**src/rtl/pmem_arbiter_rr.sv**
```systemverilog
// Purpose : shares the single cacheline burst path between icache and dcache, one line transaction at a time.
// Latency : request sampled in IDLE at cycle N -> pmem_read/pmem_write high from N+1; *_resp is same-cycle with pmem_resp.
// Backpres: a requester holds its request until its resp; one DRAIN cycle follows every resp before the next grant.
//
// Ports
//   clk, rst                      clock, asynchronous active-high reset
//   ipmem_address/read            icache line read request
//   ipmem_rdata/resp              line data and completion back to icache
//   dpmem_address/wdata/read/write dcache line read or write-back request
//   dpmem_rdata/resp              line data and completion back to dcache
//   pmem_address/wdata/read/write registered request to the cacheline adaptor
//   pmem_rdata/resp               adaptor line data and completion
//   perf_i_grants/d_grants        grants issued per requester since reset
//   perf_i_wait                   cycles the icache request was pending but not being served
//
// Dcache wins ties, but after D_STREAK_MAX back-to-back dcache grants taken
// while the icache was waiting, the next grant is forced to the icache so
// instruction fetch always makes progress.

module pmem_arbiter_rr #(
    parameter int unsigned D_STREAK_MAX = 4,
    parameter int unsigned PERF_W       = 32
) (
    input  logic              clk,
    input  logic              rst,

    input  logic [31:0]       ipmem_address,
    input  logic              ipmem_read,
    output logic [255:0]      ipmem_rdata,
    output logic              ipmem_resp,

    input  logic [31:0]       dpmem_address,
    input  logic [255:0]      dpmem_wdata,
    input  logic              dpmem_read,
    input  logic              dpmem_write,
    output logic [255:0]      dpmem_rdata,
    output logic              dpmem_resp,

    output logic [31:0]       pmem_address,
    output logic [255:0]      pmem_wdata,
    output logic              pmem_read,
    output logic              pmem_write,
    input  logic [255:0]      pmem_rdata,
    input  logic              pmem_resp,

    output logic [PERF_W-1:0] perf_i_grants,
    output logic [PERF_W-1:0] perf_d_grants,
    output logic [PERF_W-1:0] perf_i_wait
);

    // The streak never exceeds D_STREAK_MAX: it only increments while it is
    // still below the limit, so this width is always sufficient.
    localparam int unsigned STREAK_W = (D_STREAK_MAX < 1) ? 1 : $clog2(D_STREAK_MAX + 1);
    localparam logic [STREAK_W-1:0] STREAK_LIMIT = STREAK_W'(D_STREAK_MAX);

    typedef enum logic [1:0] {
        IDLE    = 2'd0,
        SERVE_I = 2'd1,
        SERVE_D = 2'd2,
        DRAIN   = 2'd3
    } state_t;

    state_t              state;
    logic [STREAK_W-1:0] streak;

    logic d_req;
    logic i_req;
    logic grant_d;
    logic grant_i;

    assign d_req = dpmem_read | dpmem_write;
    assign i_req = ipmem_read;

    // Dcache priority, unless it has already taken its allowance of grants
    // while the icache sat waiting.
    assign grant_d = (state == IDLE) && d_req && (!i_req || (streak < STREAK_LIMIT));
    assign grant_i = (state == IDLE) && i_req && !grant_d;

    // ------------------------------------------------------------------
    // Transaction FSM with registered downstream request
    // ------------------------------------------------------------------
    always_ff @(posedge clk or posedge rst) begin
        if (rst) begin
            state        <= IDLE;
            streak       <= '0;
            pmem_address <= '0;
            pmem_wdata   <= '0;
            pmem_read    <= 1'b0;
            pmem_write   <= 1'b0;
        end else begin
            case (state)
                IDLE: begin
                    if (grant_d) begin
                        pmem_address <= dpmem_address;
                        pmem_wdata   <= dpmem_wdata;
                        // Read and write together is illegal; the write wins so
                        // a dirty line is never lost.
                        pmem_write   <= dpmem_write;
                        pmem_read    <= dpmem_read & ~dpmem_write;
                        streak       <= i_req ? (streak + STREAK_W'(1)) : '0;
                        state        <= SERVE_D;
                    end else if (grant_i) begin
                        pmem_address <= ipmem_address;
                        pmem_read    <= 1'b1;
                        pmem_write   <= 1'b0;
                        streak       <= '0;
                        state        <= SERVE_I;
                    end
                end
                SERVE_I, SERVE_D: begin
                    // Requester inputs are ignored here; the latched request is
                    // held until the adaptor completes.
                    if (pmem_resp) begin
                        pmem_read  <= 1'b0;
                        pmem_write <= 1'b0;
                        state      <= DRAIN;
                    end
                end
                DRAIN: begin
                    // The requester drops its request during this cycle, so the
                    // stale request is never sampled as a new one.
                    state <= IDLE;
                end
                default: begin
                    pmem_read  <= 1'b0;
                    pmem_write <= 1'b0;
                    state      <= IDLE;
                end
            endcase
        end
    end

    // ------------------------------------------------------------------
    // Response routing: data is broadcast, completion goes to the winner only
    // ------------------------------------------------------------------
    assign ipmem_rdata = pmem_rdata;
    assign dpmem_rdata = pmem_rdata;
    assign ipmem_resp  = (state == SERVE_I) & pmem_resp;
    assign dpmem_resp  = (state == SERVE_D) & pmem_resp;

    // ------------------------------------------------------------------
    // Performance counters, free-running and wrapping
    // ------------------------------------------------------------------
    always_ff @(posedge clk or posedge rst) begin
        if (rst) begin
            perf_i_grants <= '0;
            perf_d_grants <= '0;
            perf_i_wait   <= '0;
        end else begin
            if (grant_i) begin
                perf_i_grants <= perf_i_grants + PERF_W'(1);
            end
            if (grant_d) begin
                perf_d_grants <= perf_d_grants + PERF_W'(1);
            end
            if (ipmem_read && (state != SERVE_I)) begin
                perf_i_wait <= perf_i_wait + PERF_W'(1);
            end
        end
    end

endmodule

```
**config.mk**
```make
export PLATFORM = sky130hd
export DESIGN_NAME = pmem_arbiter_rr
export DESIGN_NICKNAME = d
export VERILOG_FILES = /design/src/rtl/pmem_arbiter_rr.sv
export SDC_FILE = /design/constraint.sdc
export NUM_CORES = 1
export LEC_CHECK = 0
export BUFFER_PORTS_ARGS = -buffer_cell sky130_fd_sc_hd__buf_2
export CAP_MARGIN = 15
export CORE_AREA = 2 2 570 572
export CTS_BUF_LIST = sky130_fd_sc_hd__clkbuf_8
export CTS_CLUSTER_SIZE = 24
export DETAILED_ROUTE_END_ITERATION = 16
export DIE_AREA = 0 0 572 574
export GPL_ROUTABILITY_DRIVEN = 0
export GPL_TIMING_DRIVEN = 0
export PLACE_DENSITY_LB_ADDON = 0.12
export SYNTH_ARGS = -nofsm -noshare
export SYNTH_HDL_FRONTEND = slang
export SYNTH_SLANG_ARGS = --single-unit
```
**constraint.sdc**
```tcl
create_clock -name clk -period 28.2 [get_ports clk]
set_input_delay 4.23 -clock clk [delete_from_list [all_inputs] [get_ports clk]]
set_output_delay 4.23 -clock clk [all_outputs]
set_load 0.02 [all_outputs]
```
### Yosys cells after proc, flatten, opt, wreduce, memory -nomap -nowiden

Index checks and enable logic that the tools add are counted.

* eq/ne operators: 6
* bitwise gates (word level): 5
* reduce and logical (&&, ||, !) cells: 16
* add/sub/neg operators: 4
* magnitude comparators: 1
* mux-type cells: 16

Operators by type and width (number)
* 32-bit by 1-bit adder with 32-bit output (second input constant): 3
* 32-bit two-way mux: 2
* 3-bit two-way mux: 3
* 2-bit two-way mux: 3
* 2-bit case mux with 3 select lines: 1
* 2-bit AND reduction: 3
* 1-bit logical AND: 5
* 1-bit two-way mux: 5
* 2-bit equality test (second input constant): 2
* 1-bit case mux with 2 select lines: 2
* 2-bit nonzero test: 2
* 3-bit by 1-bit adder with 3-bit output (second input constant): 1
* 1-bit bitwise AND: 3
* 3-bit less-than comparator (second input constant): 1
* 3-bit != test (second input constant): 1
* 3-bit AND reduction: 1
* 2-bit by 1-bit equality test with 1-bit output (second input constant): 1
* 1-bit zero test: 2
* 2-bit zero test: 1
* 2-bit by 1-bit != test with 1-bit output (second input constant): 1
* 2-bit != test (second input constant): 1
* 2-bit OR reduction: 1
* 1-bit logical OR: 1
* 1-bit NOT: 1
* 1-bit bitwise OR: 1

* output and inout port bits: 900
* register bits after elaboration: 391
* word-level logic and storage cells: 57
* bits of input ports: 582

### Depth between registers and ports, before layout

* word-level depth: 8
* mapped depth: 10
* mapped depth without buffers: 7

### Worst setup path after synthesis

No wires, ideal clock.

* kind: in2out
* start point: in pmem_resp
* end point: out dpmem_resp
* required time: 23970 ps
* path slack: 19524 ps
* arrival time: 4446 ps
* stages: 1
* path buffers: 0
* cells stage by stage: and2_1

* longest elaborated chain between the ends: 1

Ends and longest elaborated chain
* start, declared: line 44 `input logic pmem_resp,`
* 1-bit bitwise AND: line 139 `assign dpmem_resp = (state == SERVE_D) & pmem_resp;`
* end, declared: line 37 `output logic dpmem_resp,`

No other way between the ends.

### Worst setup path after layout

* start point: in pmem_resp
* end point: out ipmem_resp

* longest elaborated chain between the ends: 1

Ends and longest elaborated chain
* 1-bit bitwise AND: line 138 `assign ipmem_resp = (state == SERVE_I) & pmem_resp;`
* end, declared: line 30 `output logic ipmem_resp,`

No other way between the ends.

==> run_summary.xml <==
<?xml version="1.0" encoding="UTF-8"?>
<metrics>
  <group name="outcome">
    <metric name="outcome" unit="">finished clean</metric>
  </group>
  <group name="yosys">
    <metric name="synth-main-ff-cell" unit="">sky130_fd_sc_hd__dfrtp_1</metric>
    <metric name="synth.ff_latch_count" unit="">391</metric>
    <metric name="syn-cell-area" unit="mm^2">0.0193</metric>
    <metric name="syn-instance-count" unit="">2112</metric>
    <metric name="number_of_enable_type_register_cells_in_the_synthesized_netlist" unit="">0</metric>
    <metric name="synth-async-reset-ratio" unit="">1.00</metric>
    <metric name="synth_area_per_cell" unit="um^2">9.15</metric>
    <metric name="total_nets_after_synthesis" unit="">2702</metric>
    <metric name="synth_seq_area_share" unit="">0.506</metric>
    <metric name="yosys_warnings" unit="">0</metric>
    <metric name="yosysUniqueCellTypes" unit="">45</metric>
  </group>
  <group name="clock_network">
    <metric name="clockRootBuffer" unit="">sky130_fd_sc_hd__clkbuf_8</metric>
    <metric name="postCtsResizedCells" unit="">0</metric>
    <metric name="cts_htree_levels" unit="">3</metric>
    <metric name="cts_num_sinks" unit="">391</metric>
    <metric name="cts_made_buffers" unit="">97</metric>
    <metric name="insertion_delay" unit="ps">840</metric>
    <metric name="cts_max_path_buffers" unit="">4</metric>
    <metric name="path_clk_slew" unit="ps">60</metric>
    <metric name="cts_tree" unit="">done</metric>
    <metric name="post_cts_buffers" unit="">0</metric>
    <metric name="cts_hold_repair.buffers" unit="">0</metric>
  </group>
  <group name="worst_hold_path">
    <metric name="whs_endpoint" unit="">perf_i_grants[31]</metric>
    <metric name="min-delay-path-class" unit="">reg -&gt; reg</metric>
    <metric name="timing.hold.worst.start" unit="">perf_i_grants[31]</metric>
    <metric name="hold_depth" unit="">1</metric>
  </group>
  <group name="routing">
    <metric name="first_iter_violations" unit="">956</metric>
    <metric name="drt-vias-per-instance" unit="">2.46</metric>
    <metric name="routedWlPerCell" unit="um">21.3</metric>
    <metric name="finalWirelength" unit="um">167000</metric>
    <metric name="residual_antenna_violating_net_count_after_detailed_routing" unit="">0</metric>
    <metric name="num_vias" unit="">19300</metric>
    <metric name="route.detailed.drc" unit="">0</metric>
    <metric name="firstDrtPassIters" unit="">8</metric>
  </group>
  <group name="die">
    <metric name="design.portCount" unit="">1482</metric>
    <metric name="die_h" unit="um">574</metric>
    <metric name="floorplan_die_area" unit="mm^2">0.328</metric>
    <metric name="fp.coreArea" unit="mm^2">0.323</metric>
    <metric name="start_util" unit="">0.0599</metric>
    <metric name="floorplan.rows" unit="">209</metric>
    <metric name="die-width" unit="um">572</metric>
  </group>
  <group name="power_and_ir_drop">
    <metric name="power.density_cell_area" unit="mW/mm^2">92.7</metric>
    <metric name="switching_share" unit="">0.507</metric>
    <metric name="power_frac_comb" unit="">0.469</metric>
    <metric name="p_leak" unit="nW">17.1</metric>
    <metric name="p_int" unit="mW">1.50</metric>
    <metric name="power.sequential.fraction" unit="">0.307</metric>
    <metric name="vdd_drop_max" unit="mV">0.0329</metric>
    <metric name="switching_power" unit="mW">1.54</metric>
    <metric name="clock_power_share" unit="">0.224</metric>
  </group>
  <group name="timing">
    <metric name="hold_slack" unit="ps">461</metric>
    <metric name="report.final.setup_viol" unit="">0</metric>
    <metric name="fin_crit_sh" unit="">0.316</metric>
    <metric name="hold_violations" unit="">0</metric>
    <metric name="fin_skew" unit="ps">56.2</metric>
    <metric name="tns" unit="ps">0</metric>
    <metric name="final_count_of_pins_violating_max_slew" unit="">0</metric>
    <metric name="rsz0062_at_grt" unit="">false</metric>
    <metric name="slew_headroom" unit="">0.312</metric>
    <metric name="period_needed" unit="ps">8910</metric>
    <metric name="actual_transition_at_the_worst_max_transition_pin" unit="ps">1030</metric>
    <metric name="max_fclk" unit="GHz">0.112</metric>
  </group>
  <group name="critical_path">
    <metric name="worst_r2r_path_depth" unit="">9</metric>
    <metric name="cp_cell_sequence" unit="">buf_2 &gt; and2_1 &gt; buf_2</metric>
    <metric name="worstPathRequired" unit="ps">23970</metric>
    <metric name="setup.reg_to_reg.worst_slack" unit="ps">24910</metric>
    <metric name="critPathMaxFanout" unit="">3</metric>
    <metric name="endpoint_kind" unit="">output port</metric>
    <metric name="critical_path.max_stage_delay" unit="ps">170</metric>
    <metric name="worst_r2r_startpoint" unit="">state[1]</metric>
    <metric name="timing.critical_path.from_type" unit="">input pin</metric>
    <metric name="worstPathArrival" unit="ps">4680</metric>
    <metric name="cp-startpoint" unit="">pmem_resp</metric>
    <metric name="cpMostUsedCell" unit="">sky130_fd_sc_hd__buf_2</metric>
    <metric name="path_class" unit="">in -&gt; out</metric>
    <metric name="cell_with_the_largest_stage_delay_on_the_worst_path" unit="">sky130_fd_sc_hd__buf_2</metric>
    <metric name="worstReg2RegEnd" unit="">pmem_wdata[216]</metric>
  </group>
  <group name="cells_and_area">
    <metric name="post_layout_nonfiller_instances" unit="">7848</metric>
    <metric name="num-nets-final" unit="">4031</metric>
    <metric name="drive_above_1_share" unit="">0.542</metric>
    <metric name="postLayoutCoreUtil" unit="">0.102</metric>
    <metric name="finish.instance_area" unit="mm^2">0.0328</metric>
    <metric name="syn_to_layout_area_delta" unit="%">69.8</metric>
  </group>
  <group name="global_routing">
    <metric name="grt_pass1_vias" unit="">19500</metric>
    <metric name="grt_max_degree" unit="">94</metric>
    <metric name="grt_antenna_before_repair" unit="">73</metric>
    <metric name="grt_pass1_wl" unit="um">208000</metric>
    <metric name="globalRouteTotalUtil" unit="">0.0974</metric>
    <metric name="globalRouteOverflowTotal" unit="">0</metric>
  </group>
  <group name="place">
    <metric name="placed_cells" unit="">7667</metric>
    <metric name="buffer_ports.inserted" unit="">1225</metric>
    <metric name="place_hpwl" unit="um">145000</metric>
    <metric name="post_dp_cell_area" unit="mm^2">0.0310</metric>
  </group>
  <group name="run">
    <metric name="maxCapViolations" unit="">0</metric>
  </group>
</metrics>
-- final cells by class --
type	instances	area, um^2
buffer	586	4150
timing repair buffer	1230	6270
fill	37800	290000
tap	4325	5410
multi-input combinational	1095	5250
sequential	391	9780
clock inverter	54	248
clock buffer	109	1500
antenna	18	45.0
inverter	40	158
-- Yosys cell counts, drive strengths merged (4+ instances only) --
cell      n  area (um^2)
a222oi   32          320
and2      4         25.0
and3     16          100
and4      9         78.8
buf     531         3930
clkbuf   55          206
dfrtp   391         9780
ha        8          100
inv      40          150
nand2   807         3030
nand3    38          190
nand3b    5         37.5
nand4    23          150
nor2     18         67.6
nor3     12         80.1
nor4      5         58.8
xnor2    69          604
xor2     24          210
-- placed cells by master, fill, tap and decap left out, types with 24 or more instances in the layout --
cell type	synthesis	layout
sky130_fd_sc_hd__buf_4	513	513
sky130_fd_sc_hd__clkbuf_8	0	109
sky130_fd_sc_hd__dfrtp_1	391	391
sky130_fd_sc_hd__nand2_1	807	807
sky130_fd_sc_hd__buf_2	9	1236
sky130_fd_sc_hd__clkbuf_1	55	50
sky130_fd_sc_hd__a222oi_1	32	32
sky130_fd_sc_hd__xor2_1	24	24
sky130_fd_sc_hd__nand3_1	38	38
sky130_fd_sc_hd__xnor2_1	69	69
sky130_fd_sc_hd__inv_1	40	79
-- critical path: cells and delay by family --
kind                   cells  cell delay, ps
AND/OR/NAND/NOR            1             150
buffers and inverters      2             290
-- layer usage --
layer	global-route usage	vias up	wire length [um]
met5	0	-	187
met3	0.0538	227	22400
li1	-	8831	-
met1	0.103	9114	60600
met4	0.0293	28	4840
met2	0.164	1088	79100
-- state kept, by name, indices dropped and copies added, names as in the netlist, 2 cells and up --
signal and count:
pmem_wdata 256, perf_d_grants 32, perf_i_grants 32, perf_i_wait 32, pmem_address 32, streak 3, state 2
-- power groups by stage --
| stage | combinational [mW] | clock [mW] | sequential (mW) |
|---|---|---|---|
| floorplan | 0.446 | 0 | 1.14 |
| global placement | 1.53 | 0 | 0.954 |
| detailed placement | 1.52 | 0 | 0.953 |
| CTS | 1.52 | 0.739 | 0.952 |
| global route | 1.60 | 0.753 | 0.970 |
| finish | 1.43 | 0.682 | 0.936 |
-- cell families (layout without fill, tap and decap cells) --
family,after synthesis,after routing,share of synthesized area
simple gates,947,947,0.202
buf+inv,626,2019,0.222
flops,391,391,0.506
xor+xnor,93,93,0.0422
compound gates,45,45,0.0217
fa+ha+maj,8,8,0.00518
mux,2,2,0.00117
other cells,0,18,0
-- how the worst max path moves through the flow --
| stage | to | slack, ps | depth (start not counted) |
|---|---|---|---|
| 6_report | ipmem_resp | 19290 | 3 |
| 5_1_grt | ipmem_resp | 19280 | 3 |
| 4_1_cts | dpmem_resp | 19280 | 3 |
| 3_5_place_dp | dpmem_resp | 19280 | 3 |
| 3_3_place_gp | pmem_wdata[231] | 4280 | 2 |
| 2_1_floorplan | perf_d_grants[0] | 13100 | 1 |
-- stage by stage --
stage	total power, mW	setup WS (ps)
finish	3.04	19290
global placement	2.48	4280
detailed placement	2.47	19280
floorplan	1.59	13100
CTS	3.21	19280
global route	3.32	19280
Power figures use the tool's default switching activity.
